<file path="src/rtl/aer_pkg.sv">
// Shared definitions for the AER spike receive path: packet field positions
// and the receiver's time-step state machine encoding.
package aer_pkg;

    // Destination core field inside an AER packet
    localparam int unsigned AER_CORE_MSB = 31;
    localparam int unsigned AER_CORE_LSB = 24;
    localparam int unsigned AER_CORE_WIDTH = AER_CORE_MSB - AER_CORE_LSB + 1;

    // RUN: accepting packets; DRAIN: emptying the FIFO; SWAP: bank exchange
    typedef enum logic [1:0] {
        RUN   = 2'd0,
        DRAIN = 2'd1,
        SWAP  = 2'd2
    } rcvrState_t;

endpackage

</file>
<file path="src/rtl/aer_sync_fifo.sv">
// Single-clock FIFO with a registered head-of-queue output. Pointers carry one
// extra wrap bit so full and empty are told apart without a separate counter.
module aer_sync_fifo #(
    parameter int unsigned WIDTH     = 9,
    parameter int unsigned DEPTH     = 4,
    parameter int unsigned PTR_WIDTH = 2
) (
    input  logic             clk,
    input  logic             rstN,
    input  logic             push,
    input  logic [WIDTH-1:0] din,
    input  logic             pop,
    output logic             full,
    output logic             empty,
    output logic [WIDTH-1:0] dout
);

    logic [WIDTH-1:0] mem [DEPTH];
    logic [PTR_WIDTH:0] wrPtr;
    logic [PTR_WIDTH:0] rdPtr;
    logic [PTR_WIDTH:0] rdPtrNext;
    logic               doPush;
    logic               doPop;

    assign empty  = (wrPtr == rdPtr);
    assign full   = (wrPtr[PTR_WIDTH] != rdPtr[PTR_WIDTH]) &&
                    (wrPtr[PTR_WIDTH-1:0] == rdPtr[PTR_WIDTH-1:0]);
    assign doPush = push && !full;
    assign doPop  = pop && !empty;
    assign rdPtrNext = rdPtr + {{PTR_WIDTH{1'b0}}, doPop};

    // Storage array; written only on an accepted push
    always_ff @(posedge clk) begin
        if (doPush) begin
            mem[wrPtr[PTR_WIDTH-1:0]] <= din;
        end
    end

    // Pointers and head register; the head is preloaded with whatever entry
    // will be at the front after this edge, bypassing din when that entry is
    // the one being written now.
    always_ff @(posedge clk or negedge rstN) begin
        if (!rstN) begin
            wrPtr <= '0;
            rdPtr <= '0;
            dout  <= '0;
        end else begin
            wrPtr <= wrPtr + {{PTR_WIDTH{1'b0}}, doPush};
            rdPtr <= rdPtrNext;
            if (rdPtrNext == wrPtr) begin
                dout <= din;
            end else begin
                dout <= mem[rdPtrNext[PTR_WIDTH-1:0]];
            end
        end
    end

endmodule

</file>
<file path="src/rtl/aer_spike_rcvr.sv">
// Receive side of the neuron spike interface. Buffers AER packets from the
// router, decodes them into per-axon spike bits for the current time step and,
// on each time-step tick, drains the buffer and swaps the double-buffered
// spike vector so the completed step is presented on inSpike_o.
module aer_spike_rcvr
    import aer_pkg::*;
#(
    parameter int unsigned NUM_AXONS          = 2,
    parameter int unsigned AXON_CNT_BIT_WIDTH = 1,
    parameter int unsigned AER_BIT_WIDTH      = 32,
    parameter logic [7:0]  CORE_ID            = 8'h00,
    parameter int unsigned FIFO_DEPTH         = 4,
    parameter int unsigned FIFO_PTR_WIDTH     = 2,
    parameter int unsigned DROP_CNT_WIDTH     = 8
) (
    input  logic                      clk_i,
    input  logic                      rst_n_i,
    input  logic                      start_i,
    input  logic [AER_BIT_WIDTH-1:0]  pkt_i,
    input  logic                      pktVld_i,
    output logic                      pktRdy_o,
    output logic [NUM_AXONS-1:0]      inSpike_o,
    output logic                      swapDone_o,
    output logic                      busy_o,
    output logic [DROP_CNT_WIDTH-1:0] dropCnt_o,
    output logic                      overrun_o
);

    // Only the core and axon fields travel through the FIFO
    localparam int unsigned ENTRY_WIDTH = AER_CORE_WIDTH + AXON_CNT_BIT_WIDTH;

    rcvrState_t state;

    logic [ENTRY_WIDTH-1:0]        fifoDin;
    logic [ENTRY_WIDTH-1:0]        fifoDout;
    logic                          fifoFull;
    logic                          fifoEmpty;
    logic                          fifoPush;
    logic                          fifoPop;
    logic [AER_CORE_WIDTH-1:0]     popCore;
    logic [AXON_CNT_BIT_WIDTH-1:0] popAxon;
    logic                          decodeHit;
    logic                          decodeMiss;
    logic [NUM_AXONS-1:0]          hitMask;
    logic [NUM_AXONS-1:0]          fillBank;
    logic [NUM_AXONS-1:0]          readBank;
    logic                          unusedPktBits;

    assign unusedPktBits = ^pkt_i[AER_CORE_LSB-1:AXON_CNT_BIT_WIDTH];

    assign pktRdy_o = !fifoFull && (state == RUN);
    assign fifoPush = pktVld_i && pktRdy_o;
    assign fifoPop  = !fifoEmpty && ((state == RUN) || (state == DRAIN));
    assign fifoDin  = {pkt_i[AER_CORE_MSB:AER_CORE_LSB], pkt_i[AXON_CNT_BIT_WIDTH-1:0]};

    assign popCore = fifoDout[ENTRY_WIDTH-1:AXON_CNT_BIT_WIDTH];
    assign popAxon = fifoDout[AXON_CNT_BIT_WIDTH-1:0];

    assign inSpike_o = readBank;

    aer_sync_fifo #(
        .WIDTH     (ENTRY_WIDTH),
        .DEPTH     (FIFO_DEPTH),
        .PTR_WIDTH (FIFO_PTR_WIDTH)
    ) uFifo (
        .clk   (clk_i),
        .rstN  (rst_n_i),
        .push  (fifoPush),
        .din   (fifoDin),
        .pop   (fifoPop),
        .full  (fifoFull),
        .empty (fifoEmpty),
        .dout  (fifoDout)
    );

    // Classify the entry popped this cycle and build its axon bit mask
    always_comb begin
        decodeHit  = 1'b0;
        decodeMiss = 1'b0;
        hitMask    = '0;
        if (fifoPop) begin
            if ((popCore == CORE_ID) && (32'(popAxon) < NUM_AXONS)) begin
                decodeHit = 1'b1;
                hitMask   = NUM_AXONS'(1) << popAxon;
            end else begin
                decodeMiss = 1'b1;
            end
        end
    end

    // Accumulate decoded spikes into the fill bank; hand it over on SWAP
    always_ff @(posedge clk_i or negedge rst_n_i) begin
        if (!rst_n_i) begin
            fillBank <= '0;
            readBank <= '0;
        end else if (state == SWAP) begin
            readBank <= fillBank | hitMask;
            fillBank <= '0;
        end else if (decodeHit) begin
            fillBank <= fillBank | hitMask;
        end
    end

    // Saturating count of discarded packets
    always_ff @(posedge clk_i or negedge rst_n_i) begin
        if (!rst_n_i) begin
            dropCnt_o <= '0;
        end else if (decodeMiss && (dropCnt_o != '1)) begin
            dropCnt_o <= dropCnt_o + 1'b1;
        end
    end

    // Time-step state machine with registered busy, swap and overrun flags
    always_ff @(posedge clk_i or negedge rst_n_i) begin
        if (!rst_n_i) begin
            state      <= RUN;
            busy_o     <= 1'b0;
            swapDone_o <= 1'b0;
            overrun_o  <= 1'b0;
        end else begin
            swapDone_o <= 1'b0;
            case (state)
                RUN: begin
                    if (start_i) begin
                        state  <= DRAIN;
                        busy_o <= 1'b1;
                    end
                end
                DRAIN: begin
                    if (start_i) begin
                        overrun_o <= 1'b1;
                    end
                    if (fifoEmpty) begin
                        state <= SWAP;
                    end
                end
                SWAP: begin
                    if (start_i) begin
                        overrun_o <= 1'b1;
                    end
                    state      <= RUN;
                    busy_o     <= 1'b0;
                    swapDone_o <= 1'b1;
                end
                default: begin
                    state  <= RUN;
                    busy_o <= 1'b0;
                end
            endcase
        end
    end

endmodule
</file>
<file path="config.mk">
export PLATFORM = sky130hd
export DESIGN_NAME = aer_spike_rcvr
export DESIGN_NICKNAME = d
export VERILOG_FILES = /design/src/rtl/aer_pkg.sv /design/src/rtl/aer_sync_fifo.sv /design/src/rtl/aer_spike_rcvr.sv
export SDC_FILE = /design/constraint.sdc
export NUM_CORES = 1
export LEC_CHECK = 0
export BUFFER_PORTS_ARGS = -buffer_cell sky130_fd_sc_hd__buf_4
export CAP_MARGIN = 30
export CORE_MARGIN = 5
export CORE_UTILIZATION = 59
export CTS_CLUSTER_SIZE = 14
export DETAILED_ROUTE_END_ITERATION = 8
export GPL_ROUTABILITY_DRIVEN = 1
export PLACE_DENSITY = 0.83
export SETUP_SLACK_MARGIN = 0.15
export SLEW_MARGIN = 25
export SYNTH_ARGS = -nofsm -noshare
export SYNTH_HDL_FRONTEND = slang
export SYNTH_SLANG_ARGS = --single-unit
</file>
<file path="constraint.sdc">
create_clock -name clk_i -period 6.2 [get_ports clk_i]
set_input_delay 0.62 -clock clk_i [delete_from_list [all_inputs] [get_ports clk_i]]
set_output_delay 0.62 -clock clk_i [all_outputs]
set_load 0.05 [all_outputs]
</file>
Word-level counts from Yosys, hierarchy flattened
Memories as Yosys holds them, arrays and structs flattened.
Index checks and enable logic that the tools add are counted.
{"block": "op_classes", "bitwise": 2, "shifts": 1, "n_reduce_logical": 17, "add_sub_neg": 3, "mux": 17, "n_eq_ne": 9}
{"operator": "2-bit 2-to-1 mux", "n": 6}
{"operator": "9-bit 2-to-1 mux", "n": 1}
{"operator": "8-bit by 1-bit adder with 8-bit output, second input constant", "n": 1}
{"operator": "8-bit logical NOT", "n": 1}
{"operator": "1-bit 2-to-1 mux", "n": 8}
{"operator": "8-bit != test, second input constant", "n": 1}
{"operator": "1-bit logical AND", "n": 7}
{"operator": "3-bit by 1-bit adder with 3-bit output", "n": 2}
{"operator": "3-bit equality test", "n": 2}
{"operator": "2-bit AND reduction", "n": 3}
{"operator": "2-bit case mux with 2 select lines", "n": 1}
{"operator": "2-bit by 1-bit equality test with 1-bit output, second input constant", "n": 1}
{"operator": "2-bit equality test", "n": 1}
{"operator": "2-bit equality test, second input constant", "n": 1}
{"operator": "1-bit logical NOT", "n": 2}
{"operator": "2-bit logical NOT", "n": 1}
{"operator": "2-bit by 1-bit != test with 1-bit output, second input constant", "n": 1}
{"operator": "2-bit != test, second input constant", "n": 1}
{"operator": "2-bit OR", "n": 1}
{"operator": "1-bit case mux with 2 select lines", "n": 1}
{"operator": "2-bit nonzero test", "n": 1}
{"operator": "2-bit OR reduction", "n": 1}
{"operator": "1-bit by 1-bit << shifter with 2-bit output, first input constant", "n": 1}
{"operator": "1-bit logical OR", "n": 1}
{"operator": "2 further kinds", "n": 2}
{"block": "totals", "out_inout_bits": 14, "wordCells": 60, "mem_bits_rw": 36, "input_bits": 36, "n_memories": 1, "ff_bits": 32}
{"memory": "uFifo.mem", "depth": 4, "word_bits": 9, "read_ports": 1, "rd_ports_with_merged_regs": 0, "write_ports": 1, "line_no": "aer_sync_fifo.sv:18", "source": "logic [WIDTH-1:0] mem [DEPTH];"}

Depth between registers and ports, before layout
Gate-level depths: netlist (run 1).
{"block": "logic_depth", "depth_word": 8, "mapped_depth": 10}

Hierarchy
A second synthesis (run 1) with hierarchy kept.
{"block": "hier_totals", "hier_cells": 172, "hier_area_um2": 2825.2}
{"mod": "aer_sync_fifo", "area_each_um2": 2001.9, "n_inst": 1, "cells_per_inst": 96, "seq_area_each_um2": 1456.4}
{"mod": "aer_spike_rcvr", "area_each_um2": 823.3, "n_inst": 1, "cells_per_inst": 76, "seq_area_each_um2": 425.4}

Worst setup path after synthesis (run 1)
Ideal clock, no wire load.
{"block": "synth_path", "path_type": "reg-to-reg", "from": "register uFifo.wrPtr[0]", "to": "register uFifo.dout[0]", "required_time_ns": 6.075, "period_less_slack_ns": 2.932, "n_path_buf": 1, "stages_incl_launch_ff": 9, "setup_slack_ns": 3.268, "arrival_ns": 2.808, "path_cell_list": "dfrtp_1 xnor2_2 a31oi_4 and2_2 ha_1 buf_1 xor2_1 a2111oi_4 mux2_2"}
{"block": "synth_between", "elab_chain_len": 7, "elab_cells_between_ends": 8, "cone_classes": "1 x add/sub; 2 x eq/ne; 1 x mux; 3 x reduce/logical; 1 x memory"}
{"element": "start: declaration", "line_no": "aer_sync_fifo.sv:19", "source": "logic [PTR_WIDTH:0] wrPtr;"}
{"element": "start signal: assignment", "line_no": "aer_sync_fifo.sv:48", "source": "wrPtr <= wrPtr + {{PTR_WIDTH{1'b0}}, doPush};"}
{"element": "3-bit equality test *", "line_no": "aer_sync_fifo.sv:25", "source": "assign empty = (wrPtr == rdPtr);"}
{"element": "1-bit logical NOT *", "line_no": "aer_sync_fifo.sv:29, aer_spike_rcvr.sv:53"}
{"element": "1-bit logical AND", "line_no": "aer_spike_rcvr.sv:53", "source": "assign fifoPop = !fifoEmpty && ((state == RUN) || (state == DRAIN));"}
{"element": "1-bit logical AND *", "line_no": "aer_sync_fifo.sv:29", "source": "assign doPop = pop && !empty;"}
{"element": "3-bit by 1-bit adder with 3-bit output *", "line_no": "aer_sync_fifo.sv:30", "source": "assign rdPtrNext = rdPtr + {{PTR_WIDTH{1'b0}}, doPop};"}
{"element": "via uFifo.rdPtrNext[1]", "line_no": "aer_sync_fifo.sv:21", "source": "logic [PTR_WIDTH:0] rdPtrNext;"}
{"element": "memory read 4 x 9 bit or 3-bit equality test (tied branches)"}
{"element": "9-bit 2-to-1 mux *", "line_no": "aer_sync_fifo.sv:50", "source": "if (rdPtrNext == wrPtr) begin"}
{"element": "end signal: assignment", "line_no": "aer_sync_fifo.sv:51", "source": "dout <= din;"}
{"element": "end signal: assignment", "line_no": "aer_sync_fifo.sv:53", "source": "dout <= mem[rdPtrNext[PTR_WIDTH-1:0]];"}
{"element": "end: declaration", "line_no": "aer_sync_fifo.sv:15", "source": "output logic [WIDTH-1:0] dout"}
The timed path passes the listed nets; every way through them passes the cells marked *.
A chain may end at the register's enable or synchronous reset.

Worst setup path in the final report (run 1)
{"block": "layout_path", "from": "register uFifo.wrPtr[0]", "to": "register uFifo.dout[7]"}
Same word-level chain as after synthesis.

==> summary.md, run 1 <==
| Metric | Value |
|---|---|
| Synth Register Bits | 68 |
| Hold Path Class | in -> async |
| CP Class | reg -> reg |
| Clk_lat worst skew | between 0.3 and 0.4 ns |
| Final GP Congestion | 0.798 |
| PortBufs | 26 |
| Fmax | 0.312 GHz |
| Layout cells sized above 1 | 0.282 |
| Clk_skew | roughly 0.0063 ns |
| Largest net degree at the start of global routing | 33 |
| Crit path max fanout | 11 |
| DRC viols | 0 |
| CTS buffer count | 9 |
| H-tree levels | 3 |
| Outcome | completed |
| Die area | 0.00621 mm2 |
| Die Width | roughly 79 um |
| Vias per cell | ~5.7 |
| P&R area growth vs syn | 15.5% |
| TritonRoute pass-1 iters | 4 |
| RSZ-0062 raised after global routing | no |
| Drt total wl | 4570 um |
| Final hold vios | 0 |
| Mean Syn Cell Area | 17.0 um2 |
| Worst R2R Setup Slack | ~3.0 ns |
| Setup WS pre-CTS | 2.95 ns |
| Ratio of final minimum period to clock period | 0.518 |
| Yosys synthesis warning count | 0 |
| Max clock buf depth | 2 |
| Placed Area | 0.00306 mm2 |
| Adder-cell area share of the yosys netlist | 0.0358 |
| Initial DRC Count | 68 |
| Root Buffer | clkbuf_8 |
| Seq/Total Area, Yosys | 0.674 |
| Row count | 25 |
| Final setup viols | 0 |
| Synth Area in Simple Gates | 0.0640 |
| GRT Total Usage | 0.169 |
| Netlist cell types | 30 |
| # hold bufs at CTS | 0 |
| Core area | 0.00466 mm2 |
| Final antenna-violating net count | 0 |
| Post-DP HPWL | 3090 um |
| Vias | about 1500 |
| Actual slew at the worst max-slew pin | 0.854 ns |
| Crit path launch type | register |
| Clock slew at reported path FFs | approximately 0.07 ns |
| XOR/XNOR share of the synthesized area | 0.0524 |
| Post-CTS setup buffer count | 0 |
| Io pins | 50 |
| Mapped Cells | 164 |
| Crit-path max cell delay | 0.66 ns |
| Maxcap violations | 0 |
| Worst Path Required | 6.42 ns |
| Worst EP arrival | 3.43 ns |
| Compound-cell area share of the yosys netlist | 0.0385 |
| Max-slew headroom | 0.429 |
| Initial Utilization | 0.599 |
| Fillers | 320 |
| Slew Limit Fails | 0 |
| Wirelength per Cell | 17.6 um |
| Crit path time final | 3.21 ns |
| Post-CTS Resized | 0 |
| Cell chain of the critical path | xnor2_2 > a31oi_4 > and2_2 > ha_1 > xor2_1 > a2111oi_4 > mux2_2 |
| Clock Sinks | 68 |
| Crit-path slowest cell | a2111oi_4 |
| Main combinational cell family by area after synthesis | multiplexers |
| Final TNS setup | 0 ns |
| CTS tree | done |
| N_diodes | 0 |
| CP Capture Type | register |
| Grt ovf | 0 |
| Finished Core Util | 0.692 |
| Mapped cell area | around 0.0028 mm2 |
| First-pass GRT wire length | ~7600 um |
| Final critical-path setup slack | 2.99 ns |
| Fin area | between 0.003 and 0.004 mm2 |
| Net Count, Synth | 208 |
| Final #Nets | around 250 |
| Initial antenna violation count | 0 |
| Worst path top cell family by delay | compound AO/OA/AOI/OAI gates |
| Mux cell area share after synthesis | 0.125 |
| Vias in the first global route | about 1500 |
| Crit path buf inv count | 0 |
| Die H | approximately 79 um |
-- layout make-up --
type	instances	area [um2]	share of cell area
flip-flops and latches	68	1880	0.583
multi-input cells	88	882	0.273
repair buffers	28	210	0.0651
clock buffers	13	149	0.0461
well taps	54	67.6	0.0209
inverters	6	22.5	0.00698
clock inverters	3	13.8	0.00427
-- state kept, by name, indices dropped and copies added (netlist names) --
| name | count |
|---|---|
| swapDone_o | 1 |
| uFifo.wrPtr | 3 |
| overrun_o | 1 |
| dropCnt_o | 8 |
| uFifo.dout | 9 |
| busy_o | 1 |
| inSpike_o | 2 |
| fillBank | 2 |
| uFifo.rdPtr | 3 |
| state | 2 |
| uFifo.mem | 36 |
-- cells in the mapped netlist --
cell,n,share of area
a21o_1,1,0.0027
and3_1,2,0.0045
nor3_1,2,0.0036
buf_1,1,0.0013
a21oi_1,6,0.011
nor2b_1,1,0.0022
nand4_1,4,0.0090
a2111oi_4,1,0.0099
o21ai_0,1,0.0018
o21a_1,1,0.0027
xor2_1,5,0.016
xnor2_1,8,0.025
nand2_1,7,0.0094
dfrtp_1,32,0.29
nor2_1,8,0.011
and3_2,3,0.0081
mux2_2,10,0.040
and2_2,1,0.0027
nor3b_1,1,0.0027
a31oi_4,1,0.0076
and4_1,1,0.0031
nor4_1,2,0.0045
xnor2_2,2,0.012
edfxtp_1,36,0.39
inv_1,6,0.0081
ha_1,8,0.036
o22a_1,1,0.0031
nand3_1,2,0.0036
mux4_1,9,0.085
clkbuf_1,1,0.0013
-- metrics by stage --
step,std cells,hold slack [ns]
2_1_floorplan,164,0.324
6_report,260,0.202
3_5_place_dp,244,0.470
4_1_cts,260,0.213
3_3_place_gp,244,0.440
5_1_grt,260,0.228
-- cells by family after synthesis --
family                   Yosys count
multiplexers                      19
AND/OR/NAND/NOR                   34
AO/OA/AOI/OAI                     12
flip-flops                        68
buffers and inverters              8
XOR/XNOR                          15
adder cells (fa/ha/maj)            8
-- metal layers --
| layer | up-vias | GRT usage | wire (um) |
|---|---|---|---|
| li1 | 694 | - | - |
| met1 | 736 | 0.209 | 1950 |
| met2 | 38 | 0.270 | 2270 |
| met3 | 9 | 0.0556 | 245 |
| met4 | 0 | 0.0825 | 95 |
| met5 | - | 0 | 0 |
-- cell usage in the layout, fill, tap and decap left out, drive strengths merged --
master   count
inv          6
mux2        10
nor4         2
mux4         9
a31oi        1
o21ai        1
and3         5
edfxtp      36
clkinv       3
o21a         1
nor3         2
and4         1
xnor2       10
dfrtp       32
nand3        2
buf         28
nand4        4
a2111oi      1
nor2b        1
xor2         5
nor3b        1
a21oi        6
clkbuf      13
and2         1
ha           8
a21o         1
o22a         1
nor2         8
nand2        7
-- final timing paths --
check                                          from                 endpoint  cells after the start
max                        uFifo.wrPtr[0]$_DFF_PN0_  uFifo.dout[7]$_DFF_PN0_                      7
min                                         rst_n_i     state[0]$_DFFE_PN0P_                      1
max reg2reg                uFifo.wrPtr[0]$_DFF_PN0_  uFifo.dout[7]$_DFF_PN0_                      7
min reg2reg                   overrun_o$_DFFE_PN0P_    overrun_o$_DFFE_PN0P_                      1
max in group asynchronous                   rst_n_i  uFifo.dout[7]$_DFF_PN0_                      1
min in group clk_i            overrun_o$_DFFE_PN0P_    overrun_o$_DFFE_PN0P_                      1
Power of run 1 is not shown: default switching activity piles up to over one toggle a cycle in this logic, so the estimate is an artifact.
==> run 2, diff against run 1 <==
Settings changed: CORE_UTILIZATION 59 to 49, PLACE_DENSITY 0.83 to 0.73.
Clock period 6.2 ns to 2.9 ns, I/O delays scaled along.
==> summary.md, run 2 (synthesis results as in run 1) <==
| Metric | Value |
|---|---|
| Hold Path Class | in -> reg |
| Most frequent cells in the layout | buf_4 (40), edfxtp_1 (36), dfrtp_1 (31) |
| Vias | 1522 (+3.0%) |
| Maxcap violations | 0 (unchanged) |
| P&R area growth vs syn | 24.5% |
| Core area | 0.00554 mm2 (+19%) |
| Largest register FFs | 36 (unchanged) |
| CTS tree | done |
| Vias per cell | 5.21 (-8.2%) |
| Final setup viols | 0 (unchanged) |
| Clk_skew | 0.00899 ns (+0.00267 ns) |
| Drt total wl | 4870 um (+6.7%) |
| Worst EP arrival | 2.91 ns (-0.52 ns) |
| CP Class | reg -> reg |
| N_diodes | 0 (unchanged) |
| Worst R2R Setup Slack | 0.21 ns (-2.78 ns) |
| Largest net degree at the start of global routing | 33 (unchanged) |
| Clock slew at reported path FFs | 0.07 ns (about the same) |
| RSZ-0062 raised after global routing | no |
| Final antenna-violating net count | 0 (unchanged) |
| Outcome | completed |
| Hold depth | 1 |
| Clk_lat worst skew | 0.34 ns (about the same) |
| First-pass GRT wire length | 7710 um (+1.6%) |
| Root Buffer | clkbuf_8 |
| Crit path launch type | register |
| Worst Path Required | 3.12 ns (-3.30 ns) |
| Fmax | 0.372 GHz (+19%) |
| Io pins | 50 (unchanged) |
| Die Width | 85.5 um (+8.5%) |
| Layout cells sized above 1 | 0.386 (+0.105) |
| Top routing layer in use | met4 |
| Met3 routed WL | 230 um (-6.1%) |
| DRC viols | 0 (unchanged) |
| H-tree levels | 3 (unchanged) |
| Final TNS setup | 0 ns (unchanged) |
| Clock Sinks | 68 (unchanged) |
| Commonest non-fill, non-tap cell in the layout | buf_4 |
| Grt ovf | 0 (unchanged) |
| Max clock buf depth | 2 (unchanged) |
| Met2 Routed Length | 2500 um (+10%) |
| Fillers | 403 (+26%) |
| Ratio of final minimum period to clock period | 0.927 (+0.409) |
| Initial antenna violation count | 0 (unchanged) |
| CP Capture Type | register |
| Die H | 85.5 um (+8.5%) |
| R2R cell count | 11 (+4) |
| GRT Total Usage | 0.142 (-0.0270) |
| WL met1 | 2070 um (+6.1%) |
| Crit path time final | 2.69 ns (-0.522 ns) |
| CTS buffer count | 9 (unchanged) |
| PortBufs | 26 (unchanged) |
| Initial DRC Count | 82 (+21%) |
| Worst Hold Launch | pkt_i[29] |
| Crit Reg-Reg Startpoint | state[0]$_DFFE_PN0P_ |
| Min Hold Slack | 0.163 ns (-0.0391 ns) |
| Max-slew headroom | 0.722 (+0.294) |
| Crit path max fanout | 5 (-6) |
| Final hold vios | 0 (unchanged) |
| Actual slew at the worst max-slew pin | 0.417 ns (-0.437 ns) |
| Critical path origin | state[0]$_DFFE_PN0P_ |
| Vias in the first global route | 1576 (+2.3%) |
| Row count | 27 (+8.0%) |
| Die area | 0.00731 mm2 (+18%) |
| Wirelength per Cell | 16.7 um (-5.0%) |
| Final #Nets | 259 (+5.7%) |
| TritonRoute pass-1 iters | 4 (unchanged) |
| Final GP Congestion | 0.725 (-9.2%) |
| Post-DP HPWL | 3100 um (+0.21%) |
| Slew Limit Fails | 0 (unchanged) |
| Initial Utilization | 0.504 (-0.0952) |
run 2: worst paths after layout:
check | to
hold reg to reg | overrun_o$_DFFE_PN0P_
setup reg to reg | uFifo.dout[1]$_DFF_PN0_
min in group asynchronous | state[0]$_DFFE_PN0P_
setup / recovery | uFifo.dout[1]$_DFF_PN0_
max in group asynchronous | uFifo.wrPtr[0]$_DFF_PN0_
hold / removal | uFifo.mem[2][6]$_DFFE_PP_
run 2: per-stage QoR:
step           cell area [um2]   util  std cells  setup slack, ns
6_report                  3480  0.628        292            0.213
5_1_grt                   3480  0.628        292            0.108
4_1_cts                   3370  0.607        287            0.152
3_5_place_dp              3140  0.567        268           0.0772
3_3_place_gp              3140  0.567        268            0.154
2_1_floorplan             2810      -        164            0.157
run 2: area by class of cell:
class                      instances  area, um2  share of cell area
clock buffer                       9        124              0.0356
multi-input combinational         88        970               0.279
timing repair buffer              42        322              0.0924
inverter                           6       22.5             0.00647
clock inverter                     7       67.6              0.0194
sequential                        68       1880               0.541
tap                               72       90.1              0.0259
run 2: what timing repair did:
item | 4_1_cts | 5_1_grt
endpoints found under the hold margin | 32 | 0
resized for setup | 3 | 15
hold buffers | 1 | 0
pin swaps | 2 | 3
gates cloned | 1 | 0
endpoints found under the setup margin | 9 | 9
buffers inserted | 1 | 5
run 2: critical path: stages (launching register included):
cell	delay (ns)
dfrtp_1	0.39
buf_4	0.15
ha_4	0.18
nor2_4	0.14
a31oi_4	0.04
and2_4	0.18
ha_4	0.16
xor2_2	0.19
xor2_2	0.18
a2111oi_4	0.42
buf_4	0.22
mux2_2	0.33
run 2: metal layers:
metal / global-route usage / vias to the layer above
met2: 0.228 / 32
met3: 0.0365 / 6
met5: 0 / -
met1: 0.179 / 767
met4: 0.0734 / 0
li1: - / 717
Power of run 2 is left out for the same reason.
==> run 3, diff against run 2 <==
Settings changed: ABC_AREA set to 1, CORE_UTILIZATION 49 to 51, PLACE_DENSITY 0.73 to 0.75.
==> summary.md, run 3 <==
| Metric | Value |
|---|---|
| Outcome | completed |
| H-tree levels | 3 (unchanged) |
| Logic pwr share | 0.520 |
| Maxcap violations | 0 (unchanged) |
| Sw Pwr | ~2.1 mW |
| Clock slew at reported path FFs | 0.07 ns (about the same) |
| Final hold vios | 0 (unchanged) |
| Most frequent cells in the layout | nand2_1 (75), inv_1 (54), nand3_1 (39) |
| P&R area growth vs syn | 15.1% |
| Top_reg_cell synth | edfxtp_1 |
| First-pass GRT wire length | 9520 um (+23%) |
| Die H | 88.5 um (+3.5%) |
| Post-CTS Resized | 0 (-3) |
| CTS buffer count | 9 (unchanged) |
| Design Power | 4.53 mW |
| Slew Limit Fails | 0 (unchanged) |
| Worst Path Required | 3.13 ns (about the same) |
| Internal power | between 2 and 2.5 mW |
| DRC viols | 0 (unchanged) |
| Synth top area share | 0.344 (-0.0432) |
| GRT Total Usage | 0.165 (+0.0232) |
| Crit path max fanout | 10 (+5) |
| Crit path launch type | register |
| Vias | 2073 (+36%) |
| Core area | 0.00596 mm2 (+7.5%) |
| Max-slew headroom | 0.671 (-0.0512) |
| Final TNS setup | 0 ns (unchanged) |
| Crit path time final | 2.40 ns (-0.290 ns) |
| Initial antenna violation count | 0 (unchanged) |
| Die Width | 88.5 um (+3.5%) |
| Largest cells by area after synthesis | edfxtp_1 (34%), dfrtp_1 (25%), nand2_1 (8.9%) |
| Final GP Congestion | 0.768 (+5.9%) |
| Clock Sinks | 68 (unchanged) |
| Fmax | 0.417 GHz (+12%) |
| Fillers | 528 (+31%) |
| Final antenna-violating net count | 0 (unchanged) |
| Sw Ratio | 0.453 |
| Vias per cell | 4.81 (-7.7%) |
| Top cells by count, synth | nand2_1 (75), inv_1 (54), nand3_1 (39), edfxtp_1 (36), dfrtp_1 (32) |
| Max clock buf depth | 2 (unchanged) |
| CTS tree | done |
| Grt ovf | 0 (unchanged) |
| Yosys top cell by area | edfxtp_1 |
| Yosys synthesis warning count | 0 (unchanged) |
| Pwr per Cell Area | 1250 mW/mm2 |
| Wirelength per Cell | 13.0 um (-22%) |
| Row count | 28 (+3.7%) |
| Drt total wl | 5610 um (+15%) |
| Clk_lat worst skew | 0.34 ns (about the same) |
| Vias in the first global route | 2113 (+34%) |
| Ratio of final minimum period to clock period | 0.827 (-0.100) |
| Post-CTS setup buffer count | 0 (-1) |
| Final setup viols | 0 (unchanged) |
| TritonRoute pass-1 iters | 4 (unchanged) |
| N_diodes | 0 (unchanged) |
| Final #Nets | 395 (+53%) |
| Commonest non-fill, non-tap cell in the layout | nand2_1 |
| Netlist cell types | 30 (unchanged) |
| Net Count, Synth | 356 (+71%) |
| Count leader, synth | nand2_1 |
| CP Capture Type | register |
| Clock power share | 0.162 |
| Mapped Cells | 312 (+90%) |
| # hold bufs at CTS | 1 (unchanged) |
| Worst EP arrival | 2.63 ns (-0.28 ns) |
| Seq/Total Area, Yosys | 0.598 (-0.0753) |
| Post-DP HPWL | 3670 um (+18%) |
| Asr flop ratio synth | 0.471 (unchanged) |
| Largest register FFs | 36 (unchanged) |
| Initial Utilization | 0.528 (+0.0239) |
| Die area | 0.00784 mm2 (+7.2%) |
| Actual slew at the worst max-slew pin | 0.493 ns (+0.0763 ns) |
| CP Class | reg -> reg |
| Clk_skew | 0.00342 ns (-0.00557 ns) |
| Mean Syn Cell Area | 10.1 um2 (-41%) |
| Maximum vdd ir drop | 0.000618 V |
| Io pins | 50 (unchanged) |
| RSZ-0062 raised after global routing | no |
| Sequential share of power | 0.318 |
| Leak pwr | 1.74 nW |
| Mapped cell area | 0.00315 mm2 (+13%) |
| Synth Register Bits | 68 (unchanged) |
| Layout cells sized above 1 | 0.183 (-0.204) |
| Post-synth EDFFs | 36 (unchanged) |
| PortBufs | 26 (unchanged) |
| Largest net degree at the start of global routing | 33 (unchanged) |
| Root Buffer | clkbuf_8 |
| Initial DRC Count | 93 (+13%) |
| Hold Path Class | in -> reg |
[run 3: cell count changes in the layout (fill, tap and decap cells not counted), moves of 4 or more]
cell and delta:
buf_4 -7, nand4_1 -4, mux4_1 -9, mux2_2 -10, o21ai_0 +6, nand3_1 +37
inv_1 +50, xor2_1 +6, xnor2_1 -4, nor3_1 +4, nand2_4 +4, nand2_1 +68
[run 3: final cells by class]
| class | instances | area [um2] | area share |
|---|---|---|---|
| multi-input combinational | 179 | 982 | 0.271 |
| timing repair buffer | 34 | 258 | 0.0712 |
| inverter | 59 | 221 | 0.0612 |
| tap | 75 | 93.8 | 0.0259 |
| clock inverter | 6 | 55.1 | 0.0152 |
| clock buffer | 10 | 128 | 0.0353 |
| sequential | 68 | 1880 | 0.520 |
[run 3: cell families after synthesis]
group | Yosys count | share of synthesized area
buffers and inverters | 65 | 0.0895
xor gates and xnor gates | 11 | 0.0306
and+or+nand+nor | 144 | 0.220
AOI/OAI and AO/OA | 16 | 0.0298
adders and majority gates | 8 | 0.0318
DFF | 68 | 0.598
[run 3: through the flow]
step                      utilization  hold WS [ns]  setup slack (ns)  area, um2  std cells
final                           0.608         0.156             0.503       3620        431
after global routing            0.608         0.142             0.219       3620        431
after CTS                       0.608         0.145             0.445       3620        431
after detailed placement        0.575         0.252             0.489       3430        414
after global placement          0.575         0.248             0.585       3430        414
after floorplan                     -      -0.00559             0.566       3150        312
[run 3: path summary, 6_finish.rpt]
check | startpoint | end | slack [ns] | cells after the start
min | pkt_i[28] | uFifo.mem[0][5]$_DFFE_PP_ | 0.16 | 1
max | state[0]$_DFFE_PN0P_ | uFifo.dout[3]$_DFF_PN0_ | 0.50 | 14
max reg2reg | state[0]$_DFFE_PN0P_ | uFifo.dout[3]$_DFF_PN0_ | 0.50 | 14
min in group asynchronous | rst_n_i | overrun_o$_DFFE_PN0P_ | 0.42 | 2
max in group asynchronous | rst_n_i | uFifo.dout[7]$_DFF_PN0_ | 2.19 | 2
min reg2reg | overrun_o$_DFFE_PN0P_ | overrun_o$_DFFE_PN0P_ | 0.46 | 1
[run 3: per-layer routing]
layer	part of all wire	global-route usage	vias to the layer above
met2	0.51	0.290	35
met3	0.042	0.0335	8
li1	-	-	1065
met4	0.016	0.0865	0
met5	0	0	-
met1	0.44	0.190	965
[run 3: power by group through the flow]
stage | Sequential, mW | Clock [mW] | Combinational (mW)
4_1_cts | 1.44 | 0.743 | 2.38
2_1_floorplan | 1.63 | 0 | 1.68
6_report | 1.44 | 0.733 | 2.36
3_5_place_dp | 1.46 | 0 | 2.37
5_1_grt | 1.47 | 0.800 | 2.68
3_3_place_gp | 1.45 | 0 | 2.30
[run 3: critical path: stages (launching register included)]
cell	delay, ns
dfrtp_1	0.35
inv_1	0.09
ha_1	0.24
nor2_1	0.13
inv_1	0.11
nand3_2	0.09
inv_1	0.05
ha_1	0.42
clkinv_1	0.14
nand2_1	0.08
a21oi_1	0.07
nand2_2	0.21
inv_2	0.15
nand2_1	0.10
nand2_1	0.06
(Power assumes the default switching activity.)
